## src/rtl/fire2_3_expand_1_sched_if.sv

```systemverilog
// Bundle of request, sample, acknowledge and address/strobe signals shared
// between the expand-1 scheduler and its surroundings.
interface fire2_3_expand_1_sched_if #(
  parameter int IA_W = 16,
  parameter int OA_W = 12
);
  logic            req_2;
  logic            req_3;
  logic            sample;
  logic            ram_ack_2;
  logic            ram_ack_3;
  logic            fire2_expand_1_en;
  logic            fire3_expand_1_en;
  logic [IA_W-1:0] ifm_addr;
  logic [OA_W-1:0] ofm_addr;
  logic            ofm_we_2;
  logic            ofm_we_3;
  logic            done_2;
  logic            done_3;
  logic            busy;
  logic            err;

  // Layer chain / array side: issues requests and samples, observes outputs.
  modport master (
    output req_2, req_3, sample, ram_ack_2, ram_ack_3,
    input  fire2_expand_1_en, fire3_expand_1_en, ifm_addr, ofm_addr,
           ofm_we_2, ofm_we_3, done_2, done_3, busy, err
  );

  // Scheduler side.
  modport slave (
    input  req_2, req_3, sample, ram_ack_2, ram_ack_3,
    output fire2_expand_1_en, fire3_expand_1_en, ifm_addr, ofm_addr,
           ofm_we_2, ofm_we_3, done_2, done_3, busy, err
  );
endinterface

```

## src/rtl/fire2_3_expand_1_sched.sv

```systemverilog
// Arbiter and sequencer for the shared fire2/fire3 expand-1x1 MAC array.
// Grants the array to one layer at a time (fire2 wins ties), walks the
// input-feature-map addresses, strobes output writes on each array sample,
// then waits for the output RAM acknowledge before reporting completion.
module fire2_3_expand_1_sched #(
  parameter int WOUT = 64,
  parameter int CHIN = 16,
  parameter int IA_W = $clog2(WOUT*WOUT*CHIN),
  parameter int OA_W = $clog2(WOUT*WOUT)
) (
  input logic                        clk,
  input logic                        rst,
  fire2_3_expand_1_sched_if.slave    bus
);

  localparam int NPIX = WOUT * WOUT;
  localparam int SW   = $clog2(CHIN + 1);

  localparam logic [SW-1:0]   SLOT_STALL = SW'(CHIN);
  localparam logic [SW-1:0]   SLOT_LAST  = SW'(CHIN - 1);
  localparam logic [OA_W-1:0] PIX_LAST   = OA_W'(NPIX - 1);

  typedef enum logic [2:0] {IDLE, RUN2, ACK2, RUN3, ACK3} state_e;

  state_e          state_q, state_d;
  logic            pend_2_q, pend_2_d;
  logic            pend_3_q, pend_3_d;
  logic [SW-1:0]   s_q, s_d;
  logic [OA_W-1:0] p_q, p_d;
  logic [IA_W-1:0] ifm_addr_q, ifm_addr_d;
  logic [OA_W-1:0] ofm_addr_q, ofm_addr_d;
  logic            en_2_q, en_2_d;
  logic            en_3_q, en_3_d;
  logic            done_2_q, done_2_d;
  logic            done_3_q, done_3_d;
  logic            busy_q, busy_d;
  logic            err_q, err_d;

  // Next-state logic: request capture, arbitration, counters and completion.
  always_comb begin
    // NOTE: every signal gets a default first so no path leaves it unassigned,
    // which would otherwise infer a latch.
    state_d    = state_q;
    pend_2_d   = pend_2_q;
    pend_3_d   = pend_3_q;
    s_d        = s_q;
    p_d        = p_q;
    ifm_addr_d = ifm_addr_q;
    ofm_addr_d = ofm_addr_q;
    done_2_d   = 1'b0;
    done_3_d   = 1'b0;
    err_d      = err_q;

    // A request for the layer already holding the array is dropped and flagged;
    // a request for the other layer waits in its pending flag.
    if (bus.req_2) begin
      if (state_q == RUN2 || state_q == ACK2) err_d    = 1'b1;
      else                                    pend_2_d = 1'b1;
    end
    if (bus.req_3) begin
      if (state_q == RUN3 || state_q == ACK3) err_d    = 1'b1;
      else                                    pend_3_d = 1'b1;
    end

    case (state_q)
      IDLE: begin
        if (pend_2_q) begin
          state_d    = RUN2;
          pend_2_d   = 1'b0;
          s_d        = '0;
          p_d        = '0;
          ifm_addr_d = '0;
        end else if (pend_3_q) begin
          state_d    = RUN3;
          pend_3_d   = 1'b0;
          s_d        = '0;
          p_d        = '0;
          ifm_addr_d = '0;
        end
      end

      RUN2, RUN3: begin
        // Slot/pixel walk; the address holds on the stall slot and the whole
        // walk freezes on the stall slot of the final pixel.
        if (!(p_q == PIX_LAST && s_q == SLOT_STALL)) begin
          if (s_q == SLOT_STALL) begin
            s_d        = '0;
            p_d        = p_q + OA_W'(1);
            ifm_addr_d = ifm_addr_q + IA_W'(1);
          end else begin
            s_d = s_q + SW'(1);
            if (s_q != SLOT_LAST) ifm_addr_d = ifm_addr_q + IA_W'(1);
          end
        end
        // Each sample writes one pixel; the last pixel's sample ends the run.
        if (bus.sample) begin
          ofm_addr_d = ofm_addr_q + OA_W'(1);
          if (ofm_addr_q == PIX_LAST) state_d = (state_q == RUN2) ? ACK2 : ACK3;
        end
      end

      ACK2: begin
        if (bus.ram_ack_2) begin
          state_d    = IDLE;
          done_2_d   = 1'b1;
          ofm_addr_d = '0;
        end
      end

      ACK3: begin
        if (bus.ram_ack_3) begin
          state_d    = IDLE;
          done_3_d   = 1'b1;
          ofm_addr_d = '0;
        end
      end

      default: state_d = IDLE;
    endcase

    en_2_d = (state_d == RUN2);
    en_3_d = (state_d == RUN3);
    busy_d = (state_d != IDLE);
  end

  // State and registered outputs; an asynchronous reset aborts any layer.
  always_ff @(posedge clk or negedge rst) begin
    // NOTE: asynchronous active-low reset clears every flop, so outputs drop
    // to zero immediately without waiting for a clock edge.
    if (!rst) begin
      state_q    <= IDLE;
      pend_2_q   <= 1'b0;
      pend_3_q   <= 1'b0;
      s_q        <= '0;
      p_q        <= '0;
      ifm_addr_q <= '0;
      ofm_addr_q <= '0;
      en_2_q     <= 1'b0;
      en_3_q     <= 1'b0;
      done_2_q   <= 1'b0;
      done_3_q   <= 1'b0;
      busy_q     <= 1'b0;
      err_q      <= 1'b0;
    end else begin
      // NOTE: non-blocking assignments so every flop samples pre-edge values.
      state_q    <= state_d;
      pend_2_q   <= pend_2_d;
      pend_3_q   <= pend_3_d;
      s_q        <= s_d;
      p_q        <= p_d;
      ifm_addr_q <= ifm_addr_d;
      ofm_addr_q <= ofm_addr_d;
      en_2_q     <= en_2_d;
      en_3_q     <= en_3_d;
      done_2_q   <= done_2_d;
      done_3_q   <= done_3_d;
      busy_q     <= busy_d;
      err_q      <= err_d;
    end
  end

  // Write strobes follow the sample in the same cycle, gated by the owner.
  assign bus.ofm_we_2          = bus.sample && (state_q == RUN2);
  assign bus.ofm_we_3          = bus.sample && (state_q == RUN3);
  assign bus.fire2_expand_1_en = en_2_q;
  assign bus.fire3_expand_1_en = en_3_q;
  assign bus.ifm_addr          = ifm_addr_q;
  assign bus.ofm_addr          = ofm_addr_q;
  assign bus.done_2            = done_2_q;
  assign bus.done_3            = done_3_q;
  assign bus.busy              = busy_q;
  assign bus.err               = err_q;

endmodule

```

## src/flat_wrapper.sv

```systemverilog
// flat-port wrapper written by rule: the top's interface ports become plain ports
module fire2_3_expand_1_sched_flat 
#(
  parameter int WOUT = 64,
  parameter int CHIN = 16,
  parameter int IA_W = $clog2(WOUT*WOUT*CHIN),
  parameter int OA_W = $clog2(WOUT*WOUT)
)
  (clk, rst, bus_req_2, bus_req_3, bus_sample, bus_ram_ack_2, bus_ram_ack_3, bus_fire2_expand_1_en, bus_fire3_expand_1_en, bus_ifm_addr, bus_ofm_addr, bus_ofm_we_2, bus_ofm_we_3, bus_done_2, bus_done_3, bus_busy, bus_err);
  fire2_3_expand_1_sched_if #(.IA_W(IA_W), .OA_W(OA_W)) bus_i ();
  input logic clk;
  input logic rst;
  input wire logic [$bits(bus_i.req_2)-1:0] bus_req_2;
  input wire logic [$bits(bus_i.req_3)-1:0] bus_req_3;
  input wire logic [$bits(bus_i.sample)-1:0] bus_sample;
  input wire logic [$bits(bus_i.ram_ack_2)-1:0] bus_ram_ack_2;
  input wire logic [$bits(bus_i.ram_ack_3)-1:0] bus_ram_ack_3;
  output wire logic [$bits(bus_i.fire2_expand_1_en)-1:0] bus_fire2_expand_1_en;
  output wire logic [$bits(bus_i.fire3_expand_1_en)-1:0] bus_fire3_expand_1_en;
  output wire logic [$bits(bus_i.ifm_addr)-1:0] bus_ifm_addr;
  output wire logic [$bits(bus_i.ofm_addr)-1:0] bus_ofm_addr;
  output wire logic [$bits(bus_i.ofm_we_2)-1:0] bus_ofm_we_2;
  output wire logic [$bits(bus_i.ofm_we_3)-1:0] bus_ofm_we_3;
  output wire logic [$bits(bus_i.done_2)-1:0] bus_done_2;
  output wire logic [$bits(bus_i.done_3)-1:0] bus_done_3;
  output wire logic [$bits(bus_i.busy)-1:0] bus_busy;
  output wire logic [$bits(bus_i.err)-1:0] bus_err;
  assign bus_i.req_2 = bus_req_2;
  assign bus_i.req_3 = bus_req_3;
  assign bus_i.sample = bus_sample;
  assign bus_i.ram_ack_2 = bus_ram_ack_2;
  assign bus_i.ram_ack_3 = bus_ram_ack_3;
  assign bus_fire2_expand_1_en = bus_i.fire2_expand_1_en;
  assign bus_fire3_expand_1_en = bus_i.fire3_expand_1_en;
  assign bus_ifm_addr = bus_i.ifm_addr;
  assign bus_ofm_addr = bus_i.ofm_addr;
  assign bus_ofm_we_2 = bus_i.ofm_we_2;
  assign bus_ofm_we_3 = bus_i.ofm_we_3;
  assign bus_done_2 = bus_i.done_2;
  assign bus_done_3 = bus_i.done_3;
  assign bus_busy = bus_i.busy;
  assign bus_err = bus_i.err;
  fire2_3_expand_1_sched #(.WOUT(WOUT), .CHIN(CHIN), .IA_W(IA_W), .OA_W(OA_W)) u_core (.clk(clk), .rst(rst), .bus(bus_i));
endmodule
```

## config.mk

```make
export PLATFORM = sky130hd
export DESIGN_NAME = fire2_3_expand_1_sched_flat
export DESIGN_NICKNAME = d
export VERILOG_FILES = /design/src/rtl/fire2_3_expand_1_sched_if.sv /design/src/rtl/fire2_3_expand_1_sched.sv /design/src/flat_wrapper.sv
export SDC_FILE = /design/constraint.sdc
export NUM_CORES = 1
export LEC_CHECK = 0
export ABC_AREA = 1
export CAP_MARGIN = 25
export CORE_ASPECT_RATIO = 1.2
export CORE_MARGIN = 2
export CORE_UTILIZATION = 61
export DETAILED_ROUTE_END_ITERATION = 12
export GPL_TIMING_DRIVEN = 0
export PLACE_DENSITY = 0.93
export SKIP_LAST_GASP = 1
export SLEW_MARGIN = 10
export SYNTH_ARGS = -nofsm -noshare
export SYNTH_HDL_FRONTEND = slang
export SYNTH_SLANG_ARGS = --single-unit
```

## constraint.sdc

```tcl
create_clock -name clk -period 2.4 [get_ports clk]
set_input_delay 0.48 -clock clk [delete_from_list [all_inputs] [get_ports clk]]
set_output_delay 0.48 -clock clk [all_outputs]
set_load 0.01 [all_outputs]
```

==> results of run 1 <==
==> metrics by stage <==
stage	area (um2)	hold WS, ns	TNS, ns	util	std cells
2_1_floorplan	3603	0.1844	0	-	492
3_3_place_gp	4124	0.4829	-47.02	0.7276	614
3_5_place_dp	4139	0.4738	0	0.7302	615
4_1_cts	4298	0.1458	0	0.7583	623
5_1_grt	4308	0.1650	0	0.7600	623
6_report	4308	0.1368	0	0.7600	623
==> routing by layer <==
metal / share of wire / vias up
met3: 0.045 / 16
met4: 0.016 / 0
met5: 0 / -
met2: 0.54 / 115
met1: 0.40 / 1676
li1: - / 1703
==> registers in the layout, indices dropped and copies added, names as in the netlist <==
name	cells
u_core.bus.ifm_addr	16
u_core.bus.ofm_addr	12
u_core.p_q	12
u_core.s_q	5
u_core.state_q	3
u_core.bus.busy	1
u_core.bus.done_2	1
u_core.bus.done_3	1
u_core.bus.err	1
u_core.bus.fire2_expand_1_en	1
u_core.bus.fire3_expand_1_en	1
u_core.pend_2_q	1
u_core.pend_3_q	1
==> power groups by stage <==
| stage | Clock (uW) | Combinational, uW | Sequential [uW] |
|---|---|---|---|
| 3_5_place_dp | 0 | 265 | 1060 |
| 4_1_cts | 846 | 268 | 1040 |
| 5_1_grt | 872 | 290 | 1050 |
| 6_report | 835 | 264 | 1050 |
| 2_1_floorplan | 0 | 113 | 1060 |
| 3_3_place_gp | 0 | 249 | 1060 |
==> final cells by class <==
cell class                 instances  area, um2
clock buffer                       5      68.82
tap                               80      100.1
multi-input combinational        376       1921
clock inverter                     3      90.09
fill                             420       1360
sequential                        56       1401
inverter                          47      176.4
buffer                            13      115.1
timing repair buffer              43      435.4
==> final timing paths <==
check / slack, ns / from / cells after the start / end
worst max-delay path: 0.11 / u_core.state_q[2]$_DFF_PN0_ / 6 / bus_ofm_we_2
worst min register to register: 0.51 / u_core.bus.err$_DFF_PN0_ / 2 / u_core.bus.err$_DFF_PN0_
min in group clk: 0.51 / u_core.bus.err$_DFF_PN0_ / 2 / u_core.bus.err$_DFF_PN0_
max in group asynchronous: 1.66 / rst / 2 / u_core.p_q[9]$_DFFE_PN0P_
worst min-delay path: 0.14 / rst / 1 / u_core.bus.ifm_addr[3]$_DFFE_PN0P_
worst max register to register: 0.54 / u_core.p_q[0]$_DFFE_PN0P_ / 9 / u_core.bus.ifm_addr[5]$_DFFE_PN0P_
==> cell families (layout without fill, tap and decap cells) <==
group,Yosys count,in the layout,synth area share
adder cells (fa/ha/maj),6,6,0.02083
XOR/XNOR,4,4,0.009724
flip-flops,56,56,0.3889
AO/OA/AOI/OAI,53,53,0.1035
buffers and inverters,60,111,0.08090
AND/OR/NAND/NOR,313,313,0.3962
==> worst max-delay path: cells and delay by family, from the launching register on <==
family	cells	cell delay, ns
buffers and inverters	3	0.73
DFF	1	0.43
and+or+nand+nor	3	0.33
==> cells in the final DEF, fill, tap and decap left out, types with 3 or more instances in the layout <==
cell type / instances
a21oi_1: 5
buf_2: 3
buf_6: 5
bufinv_16: 3
clkbuf_1: 3
clkbuf_8: 5
clkdlybuf4s50_1: 41
dfrtp_1: 56
ha_1: 6
inv_1: 43
inv_2: 4
nand2_1: 148
nand2_2: 9
nand3_1: 60
nand3_2: 3
nand3b_1: 5
nand4_1: 14
nor2_1: 50
nor2_2: 7
nor2_4: 3
nor3_1: 4
o21ai_0: 7
o21ai_1: 8
o21ai_2: 20
o21bai_1: 6
or2_2: 6
xnor2_1: 3
==> impl_metrics.py, run 1 <==
metrics = {
    "setup_path": {
        "cp_max_fo": 7,
        "critPathArrivalTime_ns": 1.81,
        "worstSetupPathType": "reg -> out",
        "cp-start-kind": "flip-flop",
        "critPathSlowestCell": "clkdlybuf4s50_1",
        "crit_path_max_incr_delay_ns": 0.54,
        "cp.required_ns": 1.92,
        "end_kind": "primary output",
        "cp_cell_sequence": "inv_2, nand2_4, nor2_2, inv_1, nor2_1, clkdlybuf4s50_1",
    },
    "timing": {
        "min_period_over_period": 0.9533,
        "maxSlewHeadroom": 0.6315,
        "final.setup.worst_slack_ns": 0.1121,
        "clock_skew_ns": 0.005497,
        "max_freq_mhz": 437.1,
        "hold_viol": 0,
        "slew_viol_final": 0,
        "setup_violations": 0,
        "rsz0062_at_grt": "false",
        "min_period_ns": 2.288,
        "worstMarginPinSlew_ns": 0.5527,
    },
    "cts": {
        "ctsResizeCount": 0,
        "cts_root_buf": "clkbuf_8",
        "cts_inserted_buffers": 5,
        "cts_tree": "yes",
        "clockBufferDepth": 2,
        "post_cts_buffers": 0,
        "ctsHoldBuffers": 0,
        "clk_pin_slew_ns": 0.10,
        "htreeDepth": 2,
        "cts.sinks": 56,
        "clk_latency_ns": 0.31,
    },
    "routing": {
        "drt_iter0_drc": 166,
        "routed_wl_um": 8782,
        "vias_per_cell": 5.634,
        "vias": 3510,
        "drc": 0,
        "dr.pass1.iters": 6,
        "wl_per_cell_um": 14.10,
        "ant_nets": 0,
    },
    "yosys": {
        "synth_area_leader_cell": "dfrtp_1",
        "post_synth_num_cell_types": 35,
        "yosys.cell_count.top_type": "nand2_1",
        "seq_area_frac_synth": 0.3889,
        "async_reset_ff_frac": 1.000,
        "synthCells": 492,
        "synth_warnings": 0,
        "synth_area_um2": 3603,
        "avgSynthCellArea_um2": 7.324,
        "synthTopCellsByArea": "dfrtp_1 (39%), nand2_1 (15%), nand3_1 (8.3%), nor2_1 (5.4%), o21ai_2 (4.9%)",
        "synthTopCellsByCount": "nand2_1 (148), nand3_1 (60), dfrtp_1 (56), nor2_1 (52), inv_1 (44)",
        "synth_fp_nets": 505,
        "synthFlopType": "dfrtp_1",
        "synth_edf_count": 0,
        "ys_seq_elements": 56,
        "synth_top_cell_area_share": 0.3889,
    },
    "pwr": {
        "max-vdd-ir-drop_mv": 0.5013,
        "seq_power_share": 0.488,
        "p_sw_frac": 0.2407,
        "p_clk_frac": 0.389,
        "powerDensity_nw_per_um2": 498.4,
        "p_comb_frac": 0.123,
        "p_sw_uw": 516.9,
        "p_int_uw": 1630,
        "p_total_uw": 2147,
        "p_leak_uw": 0.001957,
    },
    "grt": {
        "grt.busiest_layer": "met2",
        "overflow": 0,
        "grt_util_met2": 0.5235,
        "met1_usage": 0.3240,
        "grt_max_degree": 36,
        "grt_pass1_vias": 3358,
        "grt.total_usage": 0.2834,
        "gr-usage-met3": 0.03913,
        "grt_pass1_wl_um": 14540,
        "antenna_found_initial": 0,
    },
    "floorplanning": {
        "coreArea_um2": 5668,
        "die_y_um": 88.20,
        "dieArea_um2": 6541,
        "io_pins": 43,
        "rows": 30,
        "initial_core_util": 0.6358,
        "die_w_um": 74.16,
    },
    "finish": {
        "diodes": 0,
        "fin_nets": 555,
        "drive_above_1_share": 0.1400,
        "area_delta_synth_final_pct": 19.55,
    },
    "placement": {
        "portBuffers": 42,
        "dpl.hpwl_um": 6295,
        "place_congestion": 0.8929,
        "pre_cts_ws_ns": 0.1743,
    },
    "min_path": {
        "hold_class": "in -> async",
    },
    "job": {
        "drv_cap": 0,
    },
    "outcome": {
        "status": "finished clean",
    },
}
No activity file was read; power rests on OpenSTA's default activity.
==> inputs of run 2 (changes only) <==
--- a/config.mk
+++ b/config.mk
@@ -13,6 +13,7 @@
 export DETAILED_ROUTE_END_ITERATION = 12
 export GPL_TIMING_DRIVEN = 0
 export PLACE_DENSITY = 0.93
+export SKIP_CTS_REPAIR_TIMING = 1
 export SKIP_LAST_GASP = 1
 export SLEW_MARGIN = 10
 export SYNTH_ARGS = -nofsm -noshare
==> results of run 2 <==
The final DEF is identical to that of run 1; final timing and power are the same.
==> inputs of run 3 (changes only) <==
--- a/config.mk
+++ b/config.mk
@@ -9,13 +9,12 @@
 export CAP_MARGIN = 25
 export CORE_ASPECT_RATIO = 1.2
 export CORE_MARGIN = 2
-export CORE_UTILIZATION = 61
+export CORE_UTILIZATION = 55
 export DETAILED_ROUTE_END_ITERATION = 12
 export GPL_TIMING_DRIVEN = 0
-export PLACE_DENSITY = 0.93
+export PLACE_DENSITY = 0.86
 export SKIP_CTS_REPAIR_TIMING = 1
 export SKIP_LAST_GASP = 1
-export SLEW_MARGIN = 10
 export SYNTH_ARGS = -nofsm -noshare
 export SYNTH_HDL_FRONTEND = slang
 export SYNTH_SLANG_ARGS = --single-unit
==> impl_metrics.py, run 3 (synthesis gave the netlist of run 1 again) <==
metrics = {
    "outcome": {
        "status": "finished clean",
    },
    "grt": {
        "grt_max_degree": 40,
        "grt.total_usage": 0.2495,
        "overflow": 0,
        "grt_pass1_vias": 3371,
        "grt_pass1_wl_um": 14550,
        "antenna_found_initial": 0,
    },
    "routing": {
        "dr.pass1.iters": 4,
        "wl_per_cell_um": 13.12,
        "drt_iter0_drc": 146,
        "ant_nets": 0,
        "drc": 0,
        "vias": 3425,
        "routed_wl_um": 8241,
        "vias_per_cell": 5.454,
    },
    "floorplanning": {
        "rows": 32,
        "io_pins": 43,
        "dieArea_um2": 7218,
        "die_y_um": 92.67,
        "coreArea_um2": 6366,
        "initial_core_util": 0.5660,
        "die_w_um": 77.89,
    },
    "timing": {
        "tns_ns": 0,
        "maxSlewHeadroom": 0.6894,
        "min_period_ns": 2.311,
        "setup_violations": 0,
        "clock_skew_ns": 0.01494,
        "slew_viol_final": 0,
        "holdWs_ns": 0.08885,
        "worstMarginPinSlew_ns": 0.4659,
        "rsz0062_at_grt": "false",
        "min_period_over_period": 0.9629,
        "hold_viol": 0,
        "max_freq_mhz": 432.7,
    },
    "placement": {
        "place_congestion": 0.9052,
        "dpl.hpwl_um": 6180,
        "portBuffers": 42,
        "dpl_cell_area_um2": 4145,
    },
    "setup_path": {
        "cp-start-kind": "input pin",
        "cp_max_fo": 4,
        "worstSetupPathType": "in -> out",
        "end_kind": "primary output",
        "cp.required_ns": 1.92,
        "r2r_slack_ns": 0.63,
        "critPathArrivalTime_ns": 1.83,
    },
    "cts": {
        "clk_pin_slew_ns": 0.10,
        "cts.sinks": 56,
        "htreeDepth": 2,
        "cts_tree": "yes",
        "clk_latency_ns": 0.32,
        "cts_root_buf": "clkbuf_8",
        "cts_inserted_buffers": 5,
        "clockBufferDepth": 2,
    },
    "min_path": {
        "hold_class": "in -> async",
    },
    "finish": {
        "area_delta_synth_final_pct": 18.44,
        "fin_nets": 555,
        "final_common_cell": "nand2_1",
        "layout_common_cells": "nand2_1 (148), nand3_1 (60), dfrtp_1 (56), nor2_1 (50), inv_1 (43)",
        "drive_above_1_share": 0.1381,
        "design_area_um2": 4268,
        "largest_reg_flops": 16,
        "diodes": 0,
    },
    "pwr": {
        "powerDensity_nw_per_um2": 450.2,
        "max-vdd-ir-drop_mv": 0.4227,
        "p_leak_uw": 0.001936,
        "p_total_uw": 1921,
    },
    "job": {
        "drv_cap": 0,
    },
}
-- run 3: per-stage QoR --
stage | std cells | setup slack, ns | utilization
floorplan | 492 | 0.8217 | -
global placement | 619 | -0.8800 | 0.6488
detailed placement | 620 | 0.1238 | 0.6511
CTS | 628 | -0.05853 | 0.6680
global route | 628 | 0.03640 | 0.6704
finish | 628 | 0.08908 | 0.6704
-- run 3: routing by layer --
| layer | wire length, um | track usage | part of all wire | vias to the layer above |
|---|---|---|---|---|
| met3 | 353 | 0.04581 | 0.043 | 12 |
| met2 | 4383 | 0.4468 | 0.53 | 93 |
| met5 | 0 | 0 | 0 | - |
| met4 | 136 | 0.1067 | 0.017 | 0 |
| met1 | 3367 | 0.2904 | 0.41 | 1630 |
| li1 | - | - | - | 1690 |
-- run 3: final cells by class --
cell class	instances	area, um2
fill	544	2098
multi-input combinational	376	1926
sequential	56	1401
timing repair buffer	43	435.4
inverter	47	176.4
buffer	13	115.1
tap	85	106.4
clock buffer	6	72.57
clock inverter	2	35.03
-- run 3: power breakdown --
group | total [uW] | internal (uW) | switching [uW]
clock network | 618 | 310 | 307
registers | 1040 | 979 | 63.8
logic | 261 | 130 | 130
-- run 3: worst paths after layout --
kind / cells after the start / endpoint / from
min: 1 / u_core.bus.ifm_addr[3]$_DFFE_PN0P_ / rst
max in group asynchronous: 2 / u_core.p_q[7]$_DFFE_PN0P_ / rst
min in group clk: 2 / u_core.bus.err$_DFF_PN0_ / u_core.bus.err$_DFF_PN0_
max reg2reg: 10 / u_core.p_q[5]$_DFFE_PN0P_ / u_core.p_q[0]$_DFFE_PN0P_
max: 4 / bus_ofm_we_3 / bus_sample
min reg2reg: 2 / u_core.bus.err$_DFF_PN0_ / u_core.bus.err$_DFF_PN0_
-- run 3: worst max-delay path, cell delays in order --
cell,delay [ns]
clkdlybuf4s50_1,0.53
inv_1,0.10
nor2_1,0.15
clkdlybuf4s50_1,0.56
